[src/rtl/hwpe_ctrl_ctx_sched.sv]
// Context scheduler for a HWPE controller: hands out job contexts to
// offloading cores, queues committed jobs, sequences the engine and
// raises per-core done events.
// Optional build macro: HWPE_CTRL_SCHED_BROADCAST_EN (done event to all cores).
module hwpe_ctrl_ctx_sched #(
  parameter int unsigned N_CONTEXT = 2,
  parameter int unsigned N_CORES   = 16,
  localparam int unsigned CW = $clog2(N_CONTEXT),
  localparam int unsigned IW = $clog2(N_CORES)
) (
  input  logic          clk_i,
  input  logic          rst_i,
  input  logic          clear_i,
  input  logic          acquire_req_i,
  input  logic [IW-1:0] acquire_id_i,
  output logic [CW-1:0] acquire_ctx_o,
  output logic          acquire_full_o,
  input  logic          trigger_i,
  output logic          start_o,
  input  logic          done_i,
  output logic [CW-1:0] running_ctx_o,
  output logic [CW:0]   nb_pending_o,
  output logic          busy_o,
  output logic [N_CORES-1:0] evt_o
);

  typedef enum logic [1:0] {
    IDLE  = 2'd0,
    START = 2'd1,
    RUN   = 2'd2,
    DONE  = 2'd3
  } state_e;

  state_e        state_q, state_d;
  logic [CW-1:0] ptr_q, ptr_d;
  logic [CW-1:0] run_q, run_d;
  logic [CW:0]   nb_q, nb_d;
  logic          rsv_q, rsv_d;
  logic [IW-1:0] owner_q [N_CONTEXT];
  logic [IW-1:0] owner_d [N_CONTEXT];

  logic acq_ok;
  logic commit;
  logic retire;

  assign acquire_full_o = rsv_q | (nb_q == (CW+1)'(N_CONTEXT));
  assign acquire_ctx_o  = ptr_q;
  assign running_ctx_o  = run_q;
  assign nb_pending_o   = nb_q;
  assign busy_o         = (state_q != IDLE);

  assign acq_ok = acquire_req_i & ~acquire_full_o;
  assign commit = trigger_i & rsv_q;
  assign retire = (state_q == DONE);

  // Context bookkeeping: reservation, owner capture, commit and queue depth.
  always_comb begin
    ptr_d   = ptr_q;
    rsv_d   = rsv_q;
    owner_d = owner_q;
    nb_d    = nb_q;
    if (acq_ok) begin
      rsv_d          = 1'b1;
      owner_d[ptr_q] = acquire_id_i;
    end
    if (commit) begin
      rsv_d = 1'b0;
      ptr_d = ptr_q + CW'(1);
    end
    unique case ({commit, retire})
      2'b10:   nb_d = nb_q + (CW+1)'(1);
      2'b01:   nb_d = nb_q - (CW+1)'(1);
      default: nb_d = nb_q;
    endcase
  end

  // Engine sequencing FSM: next state, start pulse and done events.
  always_comb begin
    state_d = state_q;
    run_d   = run_q;
    start_o = 1'b0;
    evt_o   = '0;
    unique case (state_q)
      IDLE: begin
        if (nb_q != '0)
          state_d = START;
      end
      START: begin
        start_o = 1'b1;
        state_d = RUN;
      end
      RUN: begin
        if (done_i)
          state_d = DONE;
      end
      DONE: begin
`ifdef HWPE_CTRL_SCHED_BROADCAST_EN
        evt_o = '1;
`else
        evt_o[owner_q[run_q]] = 1'b1;
`endif
        run_d   = run_q + CW'(1);
        state_d = IDLE;
      end
      default: state_d = IDLE;
    endcase
  end

  // State registers; reset and soft clear abort any job in flight.
  always_ff @(posedge clk_i) begin
    if (rst_i | clear_i) begin
      state_q <= IDLE;
      ptr_q   <= '0;
      run_q   <= '0;
      nb_q    <= '0;
      rsv_q   <= 1'b0;
      for (int i = 0; i < int'(N_CONTEXT); i++)
        owner_q[i] <= '0;
    end else begin
      state_q <= state_d;
      ptr_q   <= ptr_d;
      run_q   <= run_d;
      nb_q    <= nb_d;
      rsv_q   <= rsv_d;
      owner_q <= owner_d;
    end
  end

endmodule

[config.mk]
export PLATFORM = sky130hd
export DESIGN_NAME = hwpe_ctrl_ctx_sched
export DESIGN_NICKNAME = d
export VERILOG_FILES = /design/src/rtl/hwpe_ctrl_ctx_sched.sv
export SDC_FILE = /design/constraint.sdc
export NUM_CORES = 1
export LEC_CHECK = 0
export BUFFER_PORTS_ARGS = -buffer_cell sky130_fd_sc_hd__buf_2
export CAP_MARGIN = 20
export CORE_MARGIN = 10
export CORE_UTILIZATION = 54
export CTS_BUF_LIST = sky130_fd_sc_hd__clkbuf_4
export DETAILED_ROUTE_END_ITERATION = 7
export HOLD_SLACK_MARGIN = 0.03
export PLACE_DENSITY = 0.85
export SLEW_MARGIN = 20
export SYNTH_ARGS = -nofsm -noshare
export SYNTH_HDL_FRONTEND = slang
export SYNTH_SLANG_ARGS = --single-unit
[constraint.sdc]
create_clock -name clk_i -period 2.7 [get_ports clk_i]
set_input_delay 0.405 -clock clk_i [delete_from_list [all_inputs] [get_ports clk_i]]
set_output_delay 0.405 -clock clk_i [all_outputs]
set_load 0.01 [all_outputs]
==> results of run 1 <==
[registers in the layout, indices dropped and copies added, names as in the netlist]
signal,cells
owner_q,8
acquire_ctx_o,1
state_q,2
nb_pending_o,2
running_ctx_o,1
rsv_q,1
[worst max-delay path: stages (launching register included)]
cell and delay (ns):
dfxtp_1 0.65, and3b_1 0.23, o21ai_0 0.35, nor2_1 0.10
buf_2 0.16
[worst max path at each step]
stage	start	to	slack, ns
after floorplan	running_ctx_o$_SDFFE_PP0P_	evt_o[13]	1.18
after global placement	running_ctx_o$_SDFFE_PP0P_	evt_o[15]	0.95
after detailed placement	running_ctx_o$_SDFFE_PP0P_	evt_o[15]	0.86
after CTS	running_ctx_o$_SDFFE_PP0P_	evt_o[15]	0.53
after global routing	running_ctx_o$_SDFFE_PP0P_	evt_o[14]	0.42
final	running_ctx_o$_SDFFE_PP0P_	evt_o[15]	0.53
[area by class of cell]
cell class | count | area (um2) | area share, %
tap | 16 | 20.02 | 1.814
sequential | 15 | 300.3 | 27.21
multi-input combinational | 89 | 566.8 | 51.36
clock buffer | 4 | 30.03 | 2.721
inverter | 5 | 18.77 | 1.701
timing repair buffer | 33 | 167.7 | 15.19
[layout by cell type (no fill, tap or decap), types with 2 or more instances in the layout]
cell / synthesis / layout
nor3_1: 2 / 2
nand2_1: 16 / 16
dfxtp_1: 15 / 15
ha_1: 5 / 5
buf_2: 0 / 32
and3b_1: 4 / 4
inv_1: 5 / 5
mux2i_1: 8 / 8
xnor2_1: 2 / 2
nor3b_1: 4 / 4
nor2_1: 23 / 23
a21oi_1: 3 / 3
o21ai_0: 4 / 4
xor2_1: 2 / 2
o21ai_1: 2 / 2
clkbuf_4: 0 / 4
[where the power goes]
part	switching, uW	total, uW	internal, uW
sequential	4.12	229	225
combinational	19.4	36.2	16.8
clock	72.9	140	67.4
total	96.4	405	309
[kinds of logic (layout without fill, tap and decap cells)]
logic type	count (synthesis)	after routing
simple gates	57	57
compound gates	15	15
flops	15	15
mux	8	8
buf+inv	8	42
fa+ha+maj	5	5
xor+xnor	4	4
[per-layer routing]
layer | global-route usage, % | vias up | wire length [um]
met5 | 0 | - | 0
met4 | 6.840 | 0 | 27
met3 | 4.115 | 4 | 229
met2 | 22.78 | 34 | 1168
met1 | 12.50 | 402 | 912
li1 | - | 447 | -
[metrics by stage]
stage	total power (uW)	hold slack [ns]
floorplan	258.2	0.4643
detailed placement	269.7	0.4961
CTS	408.3	0.3725
finish	405.3	0.3870
global placement	267.9	0.4784
global route	424.9	0.3857
==> out/metrics.yaml, run 1 <==
holdBufCountCts: 0
yosys.area_share.xor_xnor_pct: 3.841
r2r_end: "nb_pending_o[1]$_SDFFE_PP0P_"
finalCriticalPeriod_ns: 2.169
outcome: "finished clean"
synthToLayoutAreaGrowth_pct: 20.99
synth_edf_count: 0
synth-simple-area-share_pct: 32.24
ys_ff_latch: 15
worstSetupPathType: "flop to primary output"
htreeDepth: 1
row_count: 14
tns_ns: 0
clk_pin_slew_ns: 0.09
post-cts-setup-buffer-count: 0
io_pins: 33
clk_latency_ns: 0.28
min_path_type: "input port to flop"
reg2reg_from: "state_q[1]$_SDFFE_PP0P_"
cts_resized: 0
rr_worst_depth: 4
antenna_found_initial: 0
finalCritPeriodShare_pct: 80.32
finalHoldViolCount: 0
ant_nets: 0
grt_usage_pct: 12.61
grt_pass1_vias: 911
skew_ns: 0.0006265
rsz0062_at_grt: "false"
avgSynthCellArea_um2: 8.144
cts_tree: "done"
wl_mm: 2.339
grt_max_degree: 19
final_cells: 162
clock_sink_count: 15
grt-ovfl-total: 0
clockRootBuffer: "clkbuf_4"
die_h_um: 61.10
cp.required_ns: 2.30
dominantRegCellSynth: "dfxtp_1"
muxShareOfSynthArea_pct: 8.779
fin_ws_ns: 0.5315
dp_cells: 158
synth_compound_area_share_pct: 10.43
via_count: 887
p_leak_uw: 0.0005518
insertedDiodeCount: 0
maxSlewHeadroom_pct: 66.35
dp_slack_ns: 0.8643
place_area_um2: 1074
synth_top_area_cell: "dfxtp_1"
fin_nets: 162
maxCapViolCount: 0
dp_hpwl_mm: 1.849
fillers: 125
synth_common_cells: "23 x nor2_1, 16 x nand2_1, 15 x dfxtp_1, 8 x mux2i_1"
final_cell_area_um2: 1104
yosysMostFrequentCell: "nor2_1"
synth_area_leaders: "dfxtp_1 33%, nor2_1 9.5%, mux2i_1 8.8%, ha_1 6.9%, nand2_1 6.6%"
setup_viol_count_final: 0
worst_slew_pin_slew_ns: 0.5040
netlist_instances: 112
portBuffers: 32
drt_iter0_drc: 24
post_drt_wl_per_cell_um: 14.44
final_util_pct: 70.79
syn_area_um2: 912.1
async_reset_ff_share_pct: 0
endpoint_kind: "primary output"
synth_top_family_by_area: "simple AND/OR/NAND/NOR gates"
synth_adder_area_share_pct: 6.859
clk_path_buf_depth: 2
cp_max_fo: 18
reg2reg_slack_ns: 1.11
dr.pass1.iters: 4
drive_above_1_share_pct: 27.40
core_um2: 1559
grt_pass1_wl_mm: 3.670
cts_made_buffers: 3
hold_path.startpoint: "acquire_id_i[1]"
place_congestion: 0.7385
timing.fmax_mhz: 461.1
viasPerCell: 5.475
holdPathStages: 3
drv_slew: 0
ys_seq_area_share_pct: 32.92
drc_errors: 0
hold_end: "owner_q[1]$_SDFFE_PP0P_"
cp_data_arrival_time_ns: 1.76
powerDensity_nw_per_um2: 367.2
synth_top_area_share_pct: 32.92
dieArea_um2: 3733
syn-num-nets: 127
peakVddDrop_v: 0.0003238
ys_warn_count: 0
start_util_pct: 58.51
synth.distinct_cells: 30
die_x_um: 61.10
startpoint_type: "flop"
No activity file was read; power rests on OpenSTA's default activity.
==> run 2, diff against run 1 <==
--- a/config.mk
+++ b/config.mk
@@ -8,11 +8,11 @@
 export BUFFER_PORTS_ARGS = -buffer_cell sky130_fd_sc_hd__buf_2
 export CAP_MARGIN = 20
 export CORE_MARGIN = 10
-export CORE_UTILIZATION = 54
+export CORE_UTILIZATION = 50
 export CTS_BUF_LIST = sky130_fd_sc_hd__clkbuf_4
 export DETAILED_ROUTE_END_ITERATION = 7
 export HOLD_SLACK_MARGIN = 0.03
-export PLACE_DENSITY = 0.85
+export PLACE_DENSITY = 0.79
 export SLEW_MARGIN = 20
 export SYNTH_ARGS = -nofsm -noshare
 export SYNTH_HDL_FRONTEND = slang
==> constraint.sdc (replaced) <==
create_clock -name clk_i -period 2.14 [get_ports clk_i]
set_input_delay 0.321 -clock clk_i [delete_from_list [all_inputs] [get_ports clk_i]]
set_output_delay 0.321 -clock clk_i [all_outputs]
set_load 0.01 [all_outputs]
==> out/metrics.yaml, run 2 (same netlist as run 1, synthesis figures left out) <==
outcome: "finished clean"
rsz0062_at_grt: "false"
wl_mm: 2.154  # -7.9%
dieArea_um2: 3933  # +5.3%
timing.fmax_mhz: 531.8
clk_pin_slew_ns: 0.09  # about the same
finalCriticalPeriod_ns: 1.880
io_pins: 33  # unchanged
clockRootBuffer: "clkbuf_4"
worst_slew_pin_slew_ns: 0.4267  # -0.07729 ns
die_x_um: 62.71  # +2.6%
slowest_stage: "dfxtp_2"
grt_pass1_wl_mm: 3.774  # +2.8%
powerDensity_nw_per_um2: 452.0  # +23%
grt_pass1_vias: 875  # -4.0%
synthToLayoutAreaGrowth_pct: 22.36
htreeDepth: 1  # unchanged
drc_errors: 0  # unchanged
clock_sink_count: 15  # unchanged
via_count: 862  # -2.8%
grt_usage_pct: 11.19  # -1.4 points
fin_hold_ws_ns: 0.3061  # -0.08084 ns
startpoint_type: "flop"
cp_max_fo: 18  # unchanged
endpoint_kind: "primary output"
fin_nets: 162  # unchanged
viasPerCell: 5.041  # -7.9%
insertedDiodeCount: 0  # unchanged
cp_top_family: "flip-flops"
antenna_found_initial: 0  # unchanged
peakVddDrop_v: 0.0002484  # -23%
cp_data_arrival_time_ns: 1.56  # -0.20 ns
setup_viol_count_final: 0  # unchanged
cp.required_ns: 1.82  # -0.48 ns
cts_tree: "done"
path_buf_inv: 1  # unchanged
finalHoldViolCount: 0  # unchanged
final_cell_mix: "32 x buf_2, 23 x nor2_1, 16 x nand2_1"
drv_slew: 0  # unchanged
maxSlewHeadroom_pct: 71.25  # +4.9 points
worstSetupPathType: "flop to primary output"
largest-register: "owner_q"
holdBufCountCts: 0  # unchanged
dp_hpwl_mm: 1.784  # -3.5%
slowest_delay_ns: 0.49  # -0.16 ns
post_drt_wl_per_cell_um: 12.60  # -13%
largest_reg_flops: 8  # unchanged
layout_commonest_cell: "buf_2"
drt_iter0_drc: 21  # -13%
fillers: 161  # +29%
tns_ns: 0  # unchanged
post-cts-setup-buffer-count: 0  # unchanged
dr.pass1.iters: 6  # +2
drive_above_1_share_pct: 28.08  # +0.68 points
clk_path_buf_depth: 2  # unchanged
cts_made_buffers: 3  # unchanged
place_congestion: 0.8097  # +9.6%
crit_chain: "and3b_1 > o21ai_0 > nor2_1 > buf_2"
min_path_type: "input port to flop"
grt-ovfl-total: 0  # unchanged
portBuffers: 32  # unchanged
p_leak_uw: 0.0005523  # about the same
die_h_um: 62.71  # +2.6%
grt_max_degree: 19  # unchanged
finalCritPeriodShare_pct: 87.87
p_total_uw: 504.5  # +24%
ant_nets: 0  # unchanged
start_util_pct: 52.83  # -5.7 points
skew_ns: 0.005482  # +0.004855 ns
maxCapViolCount: 0  # unchanged
row_count: 15  # +1
clk_latency_ns: 0.27  # about the same
core_um2: 1727  # +11%
[run 2: report_power, final]
| part | internal (uW) | leakage, uW | switching [uW] | total, uW |
|---|---|---|---|---|
| combinational | 21.2 | 0.000412 | 23.9 | 45.1 |
| sequential | 283 | 0.000122 | 5.22 | 289 |
| clock | 84.8 | 0.0000184 | 86.0 | 171 |
| total | 389 | 0.000552 | 115 | 504 |
[run 2: what timing repair did]
| action | in CTS | in global routing |
|---|---|---|
| setup endpoints to repair | 0 | 5 |
| hold endpoints to repair | 0 | 0 |
| gates resized for setup | 0 | 1 |
[run 2: per-stage QoR]
step	area, um2	setup WS, ns	utilization [%]	std cells
global placement	1085	0.4909	62.83	167
floorplan	912.1	0.7021	-	112
detailed placement	1085	0.4049	62.83	167
CTS	1115	0.09840	64.57	171
global route	1116	0.03289	64.64	171
finish	1116	0.2596	64.64	171
[run 2: routing by layer]
metal | global-route usage (%) | up-vias | routed length (um)
met5 | 0 | - | 0
met4 | 3.911 | 0 | 12
met3 | 5.197 | 2 | 205
met2 | 18.72 | 27 | 985
met1 | 12.08 | 384 | 951
li1 | - | 449 | -
[run 2: tightest hold or removal path, stage by stage]
cell,delay (ns)
buf_2,0.09
nand2_1,0.06
mux2i_1,0.06
[run 2: path summary, 6_finish.rpt]
kind | cells past startpoint | end | startpoint | slack, ns
max | 4 | evt_o[15] | running_ctx_o$_SDFFE_PP0P_ | 0.26
min | 3 | owner_q[3]$_SDFFE_PP0P_ | acquire_id_i[3] | 0.31
max reg2reg | 4 | nb_pending_o[1]$_SDFFE_PP0P_ | state_q[1]$_SDFFE_PP0P_ | 0.54
min reg2reg | 2 | owner_q[3]$_SDFFE_PP0P_ | owner_q[3]$_SDFFE_PP0P_ | 0.51
[run 2: cell type report]
type / instances / area (um2) / share of cell area, %
clock buffer: 4 / 30.03 / 2.691
inverter: 5 / 18.77 / 1.682
multi-input combinational: 89 / 566.8 / 50.78
sequential: 15 / 301.5 / 27.02
tap: 25 / 31.28 / 2.803
timing repair buffer: 33 / 167.7 / 15.02
